File: src/rtl/multicycle_ctrl_pkg.sv
// rtl/multicycle_ctrl_pkg.sv - shared types and encodings for the multi-cycle RV32 control FSM
//
// Purpose: state enumeration, opcode constants, ALU mux/op encodings, fault
// cause encoding and the packed bundle of datapath control outputs.
// Ports: none (package).
package multicycle_ctrl_pkg;

  typedef enum logic [3:0] {
    IDLE,
    FETCH,
    DECODE,
    EXEC,
    ALU_WB,
    MEM_ADDR,
    MEM_RD,
    MEM_WB,
    MEM_WR,
    BRANCH,
    FAULT
  } state_e;

  localparam logic [6:0] OP_R   = 7'b0110011;
  localparam logic [6:0] OP_LW  = 7'b0000011;
  localparam logic [6:0] OP_SW  = 7'b0100011;
  localparam logic [6:0] OP_BEQ = 7'b1100011;

  // ALU B-operand select
  localparam logic [1:0] SRCB_RS2     = 2'b00;
  localparam logic [1:0] SRCB_FOUR    = 2'b01;
  localparam logic [1:0] SRCB_IMM     = 2'b10;
  localparam logic [1:0] SRCB_IMM_SH1 = 2'b11;

  // ALU operation select
  localparam logic [1:0] ALU_ADD   = 2'b00;
  localparam logic [1:0] ALU_SUB   = 2'b01;
  localparam logic [1:0] ALU_FUNCT = 2'b10;

  typedef enum logic [1:0] {
    CAUSE_NONE    = 2'b00,
    CAUSE_ILLEGAL = 2'b01,
    CAUSE_TIMEOUT = 2'b10
  } fault_cause_e;

  // Every datapath mux select / enable driven by the controller.
  typedef struct packed {
    logic       pc_write;
    logic       pc_write_cond;
    logic       i_or_d;
    logic       mem_read;
    logic       mem_write;
    logic       ir_write;
    logic       mem_to_reg;
    logic       reg_write;
    logic       alu_src_a;
    logic [1:0] alu_src_b;
    logic [1:0] alu_op;
    logic       pc_source;
    logic       instr_done;
  } ctrl_t;

  // States that issue a memory request and wait on mem_ready.
  function automatic logic is_mem_wait_state(state_e s);
    return (s == FETCH) || (s == MEM_RD) || (s == MEM_WR);
  endfunction

endpackage

File: src/rtl/multicycle_ctrl_if.sv
// rtl/multicycle_ctrl_if.sv - controller <-> datapath/memory signal bundle
//
// Purpose: groups the opcode/memory handshake inputs and all control outputs.
// master modport: the controller (drives controls, reads opcode/mem_ready).
// slave modport : the datapath/memory side (drives opcode/mem_ready).
// Signals: opcode[6:0], mem_ready, pc_write, pc_write_cond, i_or_d, mem_read,
//          mem_write, ir_write, mem_to_reg, reg_write, alu_src_a, alu_src_b[1:0],
//          alu_op[1:0], pc_source, instr_done, fault, fault_cause[1:0].
interface multicycle_ctrl_if;
  import multicycle_ctrl_pkg::*;

  logic [6:0]   opcode;
  logic         mem_ready;
  logic         pc_write;
  logic         pc_write_cond;
  logic         i_or_d;
  logic         mem_read;
  logic         mem_write;
  logic         ir_write;
  logic         mem_to_reg;
  logic         reg_write;
  logic         alu_src_a;
  logic [1:0]   alu_src_b;
  logic [1:0]   alu_op;
  logic         pc_source;
  logic         instr_done;
  logic         fault;
  fault_cause_e fault_cause;

  modport master (
    input  opcode, mem_ready,
    output pc_write, pc_write_cond, i_or_d, mem_read, mem_write, ir_write,
           mem_to_reg, reg_write, alu_src_a, alu_src_b, alu_op, pc_source,
           instr_done, fault, fault_cause
  );

  modport slave (
    output opcode, mem_ready,
    input  pc_write, pc_write_cond, i_or_d, mem_read, mem_write, ir_write,
           mem_to_reg, reg_write, alu_src_a, alu_src_b, alu_op, pc_source,
           instr_done, fault, fault_cause
  );

endinterface

File: src/rtl/multicycle_ctrl_timer.sv
// rtl/multicycle_ctrl_timer.sv - memory wait timeout counter
//
// Purpose: counts cycles spent waiting on mem_ready; flags when TMO_MAX reached.
// Ports: clk, rst_n (async active-low), clear_i (zero the count),
//        en_i (count one wait cycle), expired_o (count == TMO_MAX).
module mem_wait_timer #(
  parameter int TMO_W   = 4,
  parameter int TMO_MAX = 15
) (
  input  logic clk,
  input  logic rst_n,
  input  logic clear_i,
  input  logic en_i,
  output logic expired_o
);

  logic [TMO_W-1:0] count_q;
  logic [TMO_W-1:0] count_d;

  assign expired_o = (count_q == TMO_W'(TMO_MAX));

  // Saturate at TMO_MAX; the FSM leaves the wait state on that cycle anyway.
  always_comb begin
    count_d = count_q;
    if (clear_i) begin
      count_d = '0;
    end else if (en_i && !expired_o) begin
      count_d = count_q + TMO_W'(1);
    end
  end

  always_ff @(posedge clk or negedge rst_n) begin
    if (!rst_n) begin
      count_q <= '0;
    end else begin
      count_q <= count_d;
    end
  end

endmodule

File: src/rtl/multicycle_ctrl.sv
// rtl/multicycle_ctrl.sv - control FSM for the multi-cycle RV32 subset datapath
//
// Purpose: sequences FETCH/DECODE/EXECUTE/MEM/WB for R-type, lw, sw and beq,
// stalls on mem_ready, and parks in a sticky FAULT state on an illegal opcode
// or a memory access that waits longer than TMO_MAX cycles.
// Ports: clk, rst_n (async active-low), bus (multicycle_ctrl_if.master:
//        opcode/mem_ready in, every datapath control plus fault/fault_cause out).
module multicycle_ctrl
  import multicycle_ctrl_pkg::*;
#(
  parameter int TMO_W   = 4,
  parameter int TMO_MAX = 15
) (
  input  logic                clk,
  input  logic                rst_n,
  multicycle_ctrl_if.master   bus
);

  state_e       state_q;
  state_e       state_d;
  logic         is_lw_q;
  logic         is_lw_d;
  fault_cause_e cause_q;
  fault_cause_e cause_d;
  ctrl_t        ctrl;

  logic         mem_ready;
  logic [6:0]   opcode;
  logic         waiting;
  logic         tmo_expired;

  assign mem_ready = bus.mem_ready;
  assign opcode    = bus.opcode;
  assign waiting   = is_mem_wait_state(state_q);

  // Holding the count at zero outside wait states (and on the completing
  // cycle) gives a clean zero on every entry to FETCH/MEM_RD/MEM_WR.
  mem_wait_timer #(
    .TMO_W   (TMO_W),
    .TMO_MAX (TMO_MAX)
  ) u_timer (
    .clk       (clk),
    .rst_n     (rst_n),
    .clear_i   (!waiting || mem_ready),
    .en_i      (waiting && !mem_ready),
    .expired_o (tmo_expired)
  );

  // State register
  always_ff @(posedge clk or negedge rst_n) begin
    if (!rst_n) begin
      state_q <= IDLE;
      is_lw_q <= 1'b0;
      cause_q <= CAUSE_NONE;
    end else begin
      state_q <= state_d;
      is_lw_q <= is_lw_d;
      cause_q <= cause_d;
    end
  end

  // Next-state logic
  always_comb begin
    state_d = state_q;
    is_lw_d = is_lw_q;
    cause_d = cause_q;
    unique case (state_q)
      IDLE: state_d = FETCH;
      FETCH: begin
        // ready wins over an expiring timer
        if (mem_ready) begin
          state_d = DECODE;
        end else if (tmo_expired) begin
          state_d = FAULT;
          cause_d = CAUSE_TIMEOUT;
        end
      end
      DECODE: begin
        case (opcode)
          OP_R:   state_d = EXEC;
          OP_LW: begin
            state_d = MEM_ADDR;
            is_lw_d = 1'b1;
          end
          OP_SW: begin
            state_d = MEM_ADDR;
            is_lw_d = 1'b0;
          end
          OP_BEQ: state_d = BRANCH;
          default: begin
            state_d = FAULT;
            cause_d = CAUSE_ILLEGAL;
          end
        endcase
      end
      EXEC:     state_d = ALU_WB;
      ALU_WB:   state_d = FETCH;
      // lw/sw choice comes from the DECODE-time latch, not the live opcode
      MEM_ADDR: state_d = is_lw_q ? MEM_RD : MEM_WR;
      MEM_RD: begin
        if (mem_ready) begin
          state_d = MEM_WB;
        end else if (tmo_expired) begin
          state_d = FAULT;
          cause_d = CAUSE_TIMEOUT;
        end
      end
      MEM_WB:   state_d = FETCH;
      MEM_WR: begin
        if (mem_ready) begin
          state_d = FETCH;
        end else if (tmo_expired) begin
          state_d = FAULT;
          cause_d = CAUSE_TIMEOUT;
        end
      end
      BRANCH:   state_d = FETCH;
      FAULT:    state_d = FAULT;
      default:  state_d = FAULT;
    endcase
  end

  // Output logic: Moore per state, plus the mem_ready-qualified strobes.
  always_comb begin
    ctrl = '0;
    unique case (state_q)
      FETCH: begin
        ctrl.mem_read  = 1'b1;
        ctrl.alu_src_b = SRCB_FOUR;
        ctrl.alu_op    = ALU_ADD;
        if (mem_ready) begin
          ctrl.ir_write = 1'b1;
          ctrl.pc_write = 1'b1;
        end
      end
      DECODE: begin
        // speculative branch target into ALUOut
        ctrl.alu_src_b = SRCB_IMM_SH1;
        ctrl.alu_op    = ALU_ADD;
      end
      EXEC: begin
        ctrl.alu_src_a = 1'b1;
        ctrl.alu_src_b = SRCB_RS2;
        ctrl.alu_op    = ALU_FUNCT;
      end
      ALU_WB: begin
        ctrl.reg_write  = 1'b1;
        ctrl.instr_done = 1'b1;
      end
      MEM_ADDR: begin
        ctrl.alu_src_a = 1'b1;
        ctrl.alu_src_b = SRCB_IMM;
        ctrl.alu_op    = ALU_ADD;
      end
      MEM_RD: begin
        ctrl.mem_read = 1'b1;
        ctrl.i_or_d   = 1'b1;
      end
      MEM_WB: begin
        ctrl.reg_write  = 1'b1;
        ctrl.mem_to_reg = 1'b1;
        ctrl.instr_done = 1'b1;
      end
      MEM_WR: begin
        ctrl.mem_write  = 1'b1;
        ctrl.i_or_d     = 1'b1;
        ctrl.instr_done = mem_ready;
      end
      BRANCH: begin
        ctrl.alu_src_a     = 1'b1;
        ctrl.alu_src_b     = SRCB_RS2;
        ctrl.alu_op        = ALU_SUB;
        ctrl.pc_write_cond = 1'b1;
        ctrl.pc_source     = 1'b1;
        ctrl.instr_done    = 1'b1;
      end
      default: ;
    endcase
  end

  assign bus.pc_write      = ctrl.pc_write;
  assign bus.pc_write_cond = ctrl.pc_write_cond;
  assign bus.i_or_d        = ctrl.i_or_d;
  assign bus.mem_read      = ctrl.mem_read;
  assign bus.mem_write     = ctrl.mem_write;
  assign bus.ir_write      = ctrl.ir_write;
  assign bus.mem_to_reg    = ctrl.mem_to_reg;
  assign bus.reg_write     = ctrl.reg_write;
  assign bus.alu_src_a     = ctrl.alu_src_a;
  assign bus.alu_src_b     = ctrl.alu_src_b;
  assign bus.alu_op        = ctrl.alu_op;
  assign bus.pc_source     = ctrl.pc_source;
  assign bus.instr_done    = ctrl.instr_done;
  assign bus.fault         = (state_q == FAULT);
  assign bus.fault_cause   = cause_q;

endmodule
File: src/flat_wrapper.sv
// flat-port wrapper written by rule: the top's interface ports become plain ports
module multicycle_ctrl_flat import multicycle_ctrl_pkg::*;
#(
  parameter int TMO_W   = 4,
  parameter int TMO_MAX = 15
)
  (clk, rst_n, bus_opcode, bus_mem_ready, bus_pc_write, bus_pc_write_cond, bus_i_or_d, bus_mem_read, bus_mem_write, bus_ir_write, bus_mem_to_reg, bus_reg_write, bus_alu_src_a, bus_alu_src_b, bus_alu_op, bus_pc_source, bus_instr_done, bus_fault, bus_fault_cause);
  multicycle_ctrl_if bus_i ();
  input  logic clk;
  input  logic rst_n;
  input wire logic [$bits(bus_i.opcode)-1:0] bus_opcode;
  input wire logic [$bits(bus_i.mem_ready)-1:0] bus_mem_ready;
  output wire logic [$bits(bus_i.pc_write)-1:0] bus_pc_write;
  output wire logic [$bits(bus_i.pc_write_cond)-1:0] bus_pc_write_cond;
  output wire logic [$bits(bus_i.i_or_d)-1:0] bus_i_or_d;
  output wire logic [$bits(bus_i.mem_read)-1:0] bus_mem_read;
  output wire logic [$bits(bus_i.mem_write)-1:0] bus_mem_write;
  output wire logic [$bits(bus_i.ir_write)-1:0] bus_ir_write;
  output wire logic [$bits(bus_i.mem_to_reg)-1:0] bus_mem_to_reg;
  output wire logic [$bits(bus_i.reg_write)-1:0] bus_reg_write;
  output wire logic [$bits(bus_i.alu_src_a)-1:0] bus_alu_src_a;
  output wire logic [$bits(bus_i.alu_src_b)-1:0] bus_alu_src_b;
  output wire logic [$bits(bus_i.alu_op)-1:0] bus_alu_op;
  output wire logic [$bits(bus_i.pc_source)-1:0] bus_pc_source;
  output wire logic [$bits(bus_i.instr_done)-1:0] bus_instr_done;
  output wire logic [$bits(bus_i.fault)-1:0] bus_fault;
  output wire logic [$bits(bus_i.fault_cause)-1:0] bus_fault_cause;
  assign bus_i.opcode = bus_opcode;
  assign bus_i.mem_ready = bus_mem_ready;
  assign bus_pc_write = bus_i.pc_write;
  assign bus_pc_write_cond = bus_i.pc_write_cond;
  assign bus_i_or_d = bus_i.i_or_d;
  assign bus_mem_read = bus_i.mem_read;
  assign bus_mem_write = bus_i.mem_write;
  assign bus_ir_write = bus_i.ir_write;
  assign bus_mem_to_reg = bus_i.mem_to_reg;
  assign bus_reg_write = bus_i.reg_write;
  assign bus_alu_src_a = bus_i.alu_src_a;
  assign bus_alu_src_b = bus_i.alu_src_b;
  assign bus_alu_op = bus_i.alu_op;
  assign bus_pc_source = bus_i.pc_source;
  assign bus_instr_done = bus_i.instr_done;
  assign bus_fault = bus_i.fault;
  assign bus_fault_cause = bus_i.fault_cause;
  multicycle_ctrl #(.TMO_W(TMO_W), .TMO_MAX(TMO_MAX)) u_core (.clk(clk), .rst_n(rst_n), .bus(bus_i));
endmodule
File: config.mk
export PLATFORM = sky130hd
export DESIGN_NAME = multicycle_ctrl_flat
export DESIGN_NICKNAME = d
export VERILOG_FILES = /design/src/rtl/multicycle_ctrl_pkg.sv /design/src/rtl/multicycle_ctrl_if.sv /design/src/rtl/multicycle_ctrl_timer.sv /design/src/rtl/multicycle_ctrl.sv /design/src/flat_wrapper.sv
export SDC_FILE = /design/constraint.sdc
export NUM_CORES = 1
export LEC_CHECK = 0
export CAP_MARGIN = 20
export CORE_ASPECT_RATIO = 0.9
export CORE_MARGIN = 5
export CORE_UTILIZATION = 55
export CTS_CLUSTER_DIAMETER = 50
export DETAILED_ROUTE_END_ITERATION = 10
export DONT_BUFFER_PORTS = 1
export GPL_TIMING_DRIVEN = 0
export PLACE_DENSITY_LB_ADDON = 0.15
export SYNTH_ARGS = -nofsm -noshare
export SYNTH_HDL_FRONTEND = slang
export SYNTH_SLANG_ARGS = --single-unit
File: constraint.sdc
create_clock -name clk -period 4.4 [get_ports clk]
set_clock_uncertainty 0.05 [all_clocks]
set_input_delay 0.88 -clock clk [delete_from_list [all_inputs] [get_ports clk]]
set_output_delay 0.88 -clock clk [all_outputs]
set_load 0.005 [all_outputs]
==> impl_metrics.ini, run 1 <==
[layout]
drive_above_1_share_pct = 9.17
post-route-util_pct = 60.8
final_cells = 124
fill_cells = 123
design_area_um2 = 880
layout_commonest_cell = nor2_1
n_antenna_cell = 0
final_cell_mix = nor2_1 (13), dfrtp_1 (11), nor3_1 (7), o21ai_0 (7)
final_nets = 121
synthToLayoutAreaGrowth_pct = 5.40

[timing]
drv_slew = 0
setup-violations-final = 0
period_minus_slack_ns = 2.53
fin_tns_setup_ns = 0
finalWorstSetupSlack_ns = 1.87
grt_setup_unrepaired = no
holdWs_ns = 0.239
slew-limit-headroom_pct = 71.0
fin_crit_sh_pct = 57.6
hold_violations = 0
fmax_mhz = 395
tightest_slew_ns = 0.429

[floorplanning]
die_height_um = 47.0
start_util_pct = 57.6
io_pins = 28
die-area_um2 = 2400
core-area_um2 = 1450
rows = 13
die_w_um = 51.1

[clock_network]
clock_latency_ns = 0.28
clock-sinks = 11
cts_tree = yes
hold_buffers = 0
root_buffer = clkbuf_4
h-tree-depth = 1
clkTransAtPathRegs_ns = 0.07
cts_buffers = 3
clockBufferDepth = 2
post-cts-setup-buffers = 0
cts_resized = 0

[worst_setup_path]
endpoint_kind = output port
cp_max_fo = 10
start_kind = register
worstPathRequired_ns = 3.47
cp.arrival_ns = 1.60
criticalPathCategory = reg2out

[synthesis]
syn-num-nets = 116
netlist_area_um2 = 835
seq_area_frac_synth_pct = 33.0
synth_cell_types = 39
avgSynthCellArea_um2 = 7.95
synth-seq-cells = 11
synth_cells = 105
synth_warnings = 0

[placed_design]
placed_cells = 120
dp_worst_setup_slack_ns = 1.93
place_area_um2 = 853
dpl.hpwl_um = 1620
portBuffers = 0
gp_congestion = 0.883

[power]
sw_frac_of_total_pct = 22.0
peakVddDrop_mv = 0.157
p_switching_uw = 39.6
p_int_uw = 140
clkPwrFrac_pct = 38.8
comb_power_share_pct = 3.9
p_per_area_nw_per_um2 = 205
p_seq_share_pct = 57.3
p_total_uw = 180
p_leak_nw = 0.374

[detailed_routing]
drt_iter0_markers = 30
drt_first_pass_iters = 4
ant_nets = 0
via_per_inst = 6.44
drcViolationCount = 0
drt-wirelength-per-cell_um = 16.6
wirelength_um = 2060
vias = 799

[grt]
grt.overflow.total = 0
gr-usage-all-layers_pct = 19.1
first_global_vias = 709
grt_antenna_before_repair = 0
grt_pass1_wl_um = 3300
grt_start_max_net_pins = 12

[status]
outcome = complete, no violations

[run]
max_cap_violations = 0

[min_path]
hp-class = in2async
==> final timing paths <==
check	start	endpoint	slack (ns)	cells after the start
max	u_core.state_q[2]	bus_instr_done	1.87	5
min	rst_n	u_core.u_timer.count_q[0]	0.24	0
max reg2reg	u_core.state_q[2]	u_core.bus.fault_cause[0]	2.55	5
min reg2reg	u_core.bus.fault_cause[0]	u_core.bus.fault_cause[0]	0.47	1
max in group asynchronous	rst_n	u_core.state_q[1]	3.98	0
min in group clk	u_core.bus.fault_cause[0]	u_core.bus.fault_cause[0]	0.47	1
==> cells in the mapped netlist <==
cell type  number  area, µm²
or3b_1          1       8.76
o22ai_1         1       6.26
or4b_4          1       13.8
nand2_1         4       15.0
nand2b_1        3       18.8
o311ai_1        1       8.76
a31oi_1         1       6.26
nor2b_1         5       31.3
a2111oi_0       1       8.76
o311a_1         1       10.0
xnor2_1         1       8.76
and3_1          2       12.5
a221oi_1        1       8.76
nand3_1         5       25.0
a21oi_1         5       25.0
inv_2           1       3.75
o31ai_1         1       7.51
ha_1            1       12.5
inv_1           5       18.8
o32ai_1         1       8.76
nor4bb_1        1       10.0
dfrtp_1        11        275
o21a_1          1       7.51
nand4_1         1       6.26
and2_1          2       12.5
clkbuf_1        4       15.0
a21boi_0        2       15.0
buf_4           3       22.5
or3_1           1       6.26
nor3_1          7       35.0
nand3b_1        1       7.51
buf_2           1       5.00
o21ai_0         7       35.0
o221ai_1        2       17.5
or4_1           1       7.51
nor4b_1         1       8.76
nor3_2          1       10.0
nor2_1         13       48.8
mux2i_1         3       30.0
==> worst max-delay path, stage by stage, from the launching register on <==
cell,delay (ns)
dfrtp_1,0.43
clkbuf_1,0.33
nand2b_1,0.21
nor2_1,0.07
a31oi_1,0.15
o22ai_1,0.12
==> per-layer routing <==
metal  vias to the layer above  global-route usage, %  wire [µm]
met5                         -                      0          0
met3                         5                   6.67        216
li1                        389                      -          -
met1                       364                   22.2        797
met2                        41                   32.6       1010
met4                         0                   8.06         37
==> power groups by stage <==
| stage | sequential, mW | clock, mW | combinational (mW) |
|---|---|---|---|
| 5_1_grt | 0.103 | 0.0760 | 0.00795 |
| 6_report | 0.103 | 0.0699 | 0.00694 |
| 4_1_cts | 0.103 | 0.0679 | 0.00696 |
| 3_5_place_dp | 0.105 | 0 | 0.00691 |
| 2_1_floorplan | 0.105 | 0 | 0.00579 |
| 3_3_place_gp | 0.105 | 0 | 0.00655 |
==> sequential cells by signal (all words and copies together) (netlist names) <==
name                    count
u_core.state_q              4
u_core.bus.fault_cause      2
u_core.is_lw_q              1
u_core.u_timer.count_q      4
==> final cells by class <==
cell class | count | area [µm²] | area share, %
plain buffers | 8 | 42.5 | 4.84
clock buffers | 4 | 26.3 | 2.99
inverters | 6 | 22.5 | 2.56
multi-input cells | 80 | 494 | 56.2
flip-flops and latches | 11 | 275 | 31.3
well taps | 15 | 18.8 | 2.13
==> kinds of logic (layout without fill, tap and decap cells) <==
family | Yosys count | in the layout | synth area share, %
AOI/OAI and AO/OA | 25 | 25 | 19.8
and+or+nand+nor | 50 | 50 | 33.3
adders and majority gates | 1 | 1 | 1.50
xor gates and xnor gates | 1 | 1 | 1.05
DFF | 11 | 11 | 33.0
muxes | 3 | 3 | 3.60
buffers and inverters | 14 | 18 | 7.79
No activity file was read; power rests on OpenSTA's default activity.
==> run 2, diff against run 1 <==
Clock period 4.4 ns to 2.45 ns, I/O delays scaled along.
==> impl_metrics.ini, run 2 (synthesis gave the netlist of run 1 again) <==
[status]
outcome = complete, no violations

[power]
p_leak_nw = 0.378
p_per_area_nw_per_um2 = 363
peakVddDrop_mv = 0.282

[placed_design]
placed_cells = 120
portBuffers = 0
gp_congestion = 0.883
dpl.hpwl_um = 1620

[clock_network]
clock_latency_ns = 0.27
cts_tree = yes
h-tree-depth = 1
cts_resized = 0
cts_buffers = 3
post-cts-setup-buffers = 0
clockBufferDepth = 2
hold_buffers = 1
clkTransAtPathRegs_ns = 0.07
clock-sinks = 11
root_buffer = clkbuf_4

[timing]
drv_slew = 0
grt_setup_unrepaired = no
period_minus_slack_ns = 2.13
fmax_mhz = 469
hold_violations = 0
tightest_slew_ns = 0.487
fin_crit_sh_pct = 87.0
setup-violations-final = 0
slew-limit-headroom_pct = 67.4
fin_tns_setup_ns = 0

[detailed_routing]
wirelength_um = 2050
drcViolationCount = 0
ant_nets = 0
wl_met2_um = 999
drt_first_pass_iters = 4
route.top_layer_used = met4
drt-wirelength-per-cell_um = 16.4
via_per_inst = 6.37
dr_wl_met3_um = 185
drt_iter0_markers = 25
vias = 796
wl_met1_um = 823

[floorplanning]
die_height_um = 47.0
rows = 13
die_w_um = 51.1
io_pins = 28
die-area_um2 = 2400
core-area_um2 = 1450
start_util_pct = 57.6

[grt]
grt_start_max_net_pins = 12
grt.overflow.total = 0
gr-usage-all-layers_pct = 19.1
grt_pass1_wl_um = 3310
grt_antenna_before_repair = 0
first_global_vias = 720

[worst_setup_path]
start_kind = register
cpPeakStageDelay_ns = 0.43
worstPathCellList = clkbuf_1 > nand2b_1 > nor2_1 > a31oi_1 > o22ai_1
crit_family = flip-flops
cp_max_fo = 10
path_buf_inv = 1
endpoint_kind = output port
slowest_stage = dfrtp_1
worstPathRequired_ns = 1.91
cp.arrival_ns = 1.59
criticalPathCategory = reg2out

[layout]
final_nets = 122
drive_above_1_share_pct = 9.09
final_cell_mix = nor2_1 (13), dfrtp_1 (11), nor3_1 (7), o21ai_0 (7)
layout_commonest_cell = nor2_1
multi_input_area_um2 = 494
n_antenna_cell = 0
seqCellArea_um2 = 275
final_cells = 125
fill_cells = 124
synthToLayoutAreaGrowth_pct = 6.60

[min_path]
hp-class = in2reg

[run]
max_cap_violations = 0
-- run 2: cell count changes in the layout (fill, tap and decap cells not counted) --
| cell | change |
|---|---|
| dlygate4sd3_1 | +1 |
-- run 2: worst paths after layout --
kind,to,slack [ns],from,depth (start not counted)
hold reg to reg,u_core.bus.fault_cause[0],0.47,u_core.bus.fault_cause[0],1
min in group asynchronous,u_core.u_timer.count_q[0],0.57,rst_n,1
setup / recovery,bus_instr_done,0.32,u_core.state_q[2],5
setup reg to reg,u_core.bus.fault_cause[0],0.60,u_core.state_q[2],5
hold / removal,u_core.is_lw_q,0.27,bus_opcode[5],1
max in group asynchronous,u_core.state_q[1],1.45,rst_n,1
-- run 2: final cells by class --
type,instances,area share (%)
timing repair buffer,1,1.13
buffer,8,4.78
multi-input combinational,80,55.6
sequential,11,30.9
clock buffer,4,2.95
tap,15,2.11
inverter,6,2.53
-- run 2: metrics by stage --
step	hold slack (ns)	worst slack (ns)	area, µm²	util [%]	total power, mW
floorplan	0.144	0.755	835	-	0.199
global placement	0.145	0.629	853	58.9	0.200
detailed placement	0.145	0.615	853	58.9	0.201
CTS	0.277	0.338	890	61.5	0.324
global route	0.262	0.161	890	61.5	0.341
finish	0.273	0.319	890	61.5	0.323
-- run 2: metal layers --
| metal | global-route usage [%] | vias to the layer above |
|---|---|---|
| met5 | 0 | - |
| met4 | 9.68 | 0 |
| li1 | - | 394 |
| met2 | 32.1 | 41 |
| met1 | 22.2 | 357 |
| met3 | 6.67 | 4 |
-- run 2: power by group --
part | switching, mW | internal, mW
combinational | 0.0105 | 0.00644
clock | 0.0581 | 0.0630
sequential | 0.00161 | 0.184
-- run 2: worst reg2reg max path, delay by kind of cell, from the launching register on --
family | cells | cell delay, ns
AND/OR/NAND/NOR | 3 | 1.04
buffers and inverters | 1 | 0.10
AO/OA/AOI/OAI | 1 | 0.13
flip-flops | 1 | 0.43
==> run 3, diff against run 2 <==
Settings changed: CTS_BUF_LIST set to sky130_fd_sc_hd__clkbuf_2 sky130_fd_sc_hd__clkbuf_4 sky130_fd_sc_hd__clkbuf_8.
==> impl_metrics.ini, run 3 (synthesis gave the netlist of run 1 again) <==
[placed_design]
gp_congestion = 0.883
portBuffers = 0
dpl.hpwl_um = 1620
dp_worst_setup_slack_ns = 0.615

[run]
max_cap_violations = 0

[grt]
first_global_vias = 712
grt_pass1_wl_um = 3270
grt.overflow.total = 0
gr-usage-all-layers_pct = 18.8
grt_antenna_before_repair = 0
grt_start_max_net_pins = 12

[floorplanning]
rows = 13
core-area_um2 = 1450
die_height_um = 47.0
start_util_pct = 57.6
die-area_um2 = 2400
io_pins = 28
die_w_um = 51.1

[timing]
finalWorstSetupSlack_ns = 0.307
tightest_slew_ns = 0.489
setup-violations-final = 0
period_minus_slack_ns = 2.14
drv_slew = 0
slew-limit-headroom_pct = 67.3
grt_setup_unrepaired = no
hold_violations = 0
fin_crit_sh_pct = 87.4
fmax_mhz = 467
fin_tns_setup_ns = 0

[detailed_routing]
wirelength_um = 2030
drt_iter0_markers = 30
drt-wirelength-per-cell_um = 16.2
drcViolationCount = 0
ant_nets = 0
vias = 800
drt_first_pass_iters = 4
via_per_inst = 6.40

[layout]
drive_above_1_share_pct = 10.0
synthToLayoutAreaGrowth_pct = 7.05
n_antenna_cell = 0
final_nets = 122
layout_commonest_cell = nor2_1
final_cell_mix = nor2_1 (13), dfrtp_1 (11), nor3_1 (7), o21ai_0 (7)

[clock_network]
cts_buffers = 3
h-tree-depth = 1
cts_tree = yes
clock-sinks = 11
root_buffer = clkbuf_4
clkTransAtPathRegs_ns = 0.07
cts_resized = 0
clockBufferDepth = 2
clock_latency_ns = 0.28

[worst_setup_path]
worstPathRequired_ns = 1.91
cp_max_fo = 10
cp.arrival_ns = 1.60
start_kind = register
criticalPathCategory = reg2out
slowest_stage = dfrtp_1
path_buf_inv = 1
cpPeakStageDelay_ns = 0.43
crit_family = flip-flops
worstPathCellList = clkbuf_1 > nand2b_1 > nor2_1 > a31oi_1 > o22ai_1
endpoint_kind = output port

[status]
outcome = complete, no violations

[min_path]
hp-class = in2reg

[power]
p_per_area_nw_per_um2 = 379
p_leak_nw = 0.381
peakVddDrop_mv = 0.320
run 3: cell type report:
cell class,instances,area [µm²]
buffer,8,42.5
clock buffer,4,30.0
fill,118,554
inverter,6,22.5
multi-input combinational,80,494
sequential,11,275
tap,15,18.8
timing repair buffer,1,10.0
run 3: worst paths after layout:
check                                          startpoint                        end  slack, ns  cells after the start
worst max-delay path                    u_core.state_q[2]             bus_instr_done       0.31                      5
worst min-delay path                        bus_opcode[5]             u_core.is_lw_q       0.26                      1
worst max register to register          u_core.state_q[2]  u_core.bus.fault_cause[0]       0.60                      5
worst min register to register  u_core.bus.fault_cause[0]  u_core.bus.fault_cause[0]       0.47                      1
max in group asynchronous                           rst_n          u_core.state_q[1]       1.45                      1
min in group asynchronous                           rst_n  u_core.u_timer.count_q[0]       0.56                      1
run 3: metrics by stage:
| step | util [%] | power [mW] | cell area, µm² | hold WS [ns] | instances |
|---|---|---|---|---|---|
| floorplan | - | 0.199 | 835 | 0.144 | 105 |
| global placement | 58.9 | 0.200 | 853 | 0.145 | 120 |
| detailed placement | 58.9 | 0.201 | 853 | 0.145 | 120 |
| CTS | 61.7 | 0.338 | 893 | 0.256 | 125 |
| global route | 61.7 | 0.352 | 893 | 0.243 | 125 |
| finish | 61.7 | 0.338 | 893 | 0.257 | 125 |
run 3: what timing repair did:
action | in CTS | in global routing
hold endpoints to repair | 11 | 0
hold buffers | 1 | 0
buffers inserted | 0 | 0
run 3: power breakdown:
group | switching, mW | internal, mW | total (mW)
Clock | 0.0623 | 0.0742 | 0.136
Sequential | 0.00159 | 0.183 | 0.185
Combinational | 0.0104 | 0.00644 | 0.0169
run 3: per-layer routing:
| metal | share of wire, % | global-route usage, % | up-vias |
|---|---|---|---|
| li1 | - | - | 391 |
| met1 | 39 | 22.2 | 363 |
| met2 | 49 | 31.6 | 41 |
| met3 | 11 | 6.67 | 5 |
| met4 | 1.8 | 8.06 | 0 |
| met5 | 0 | 0 | - |
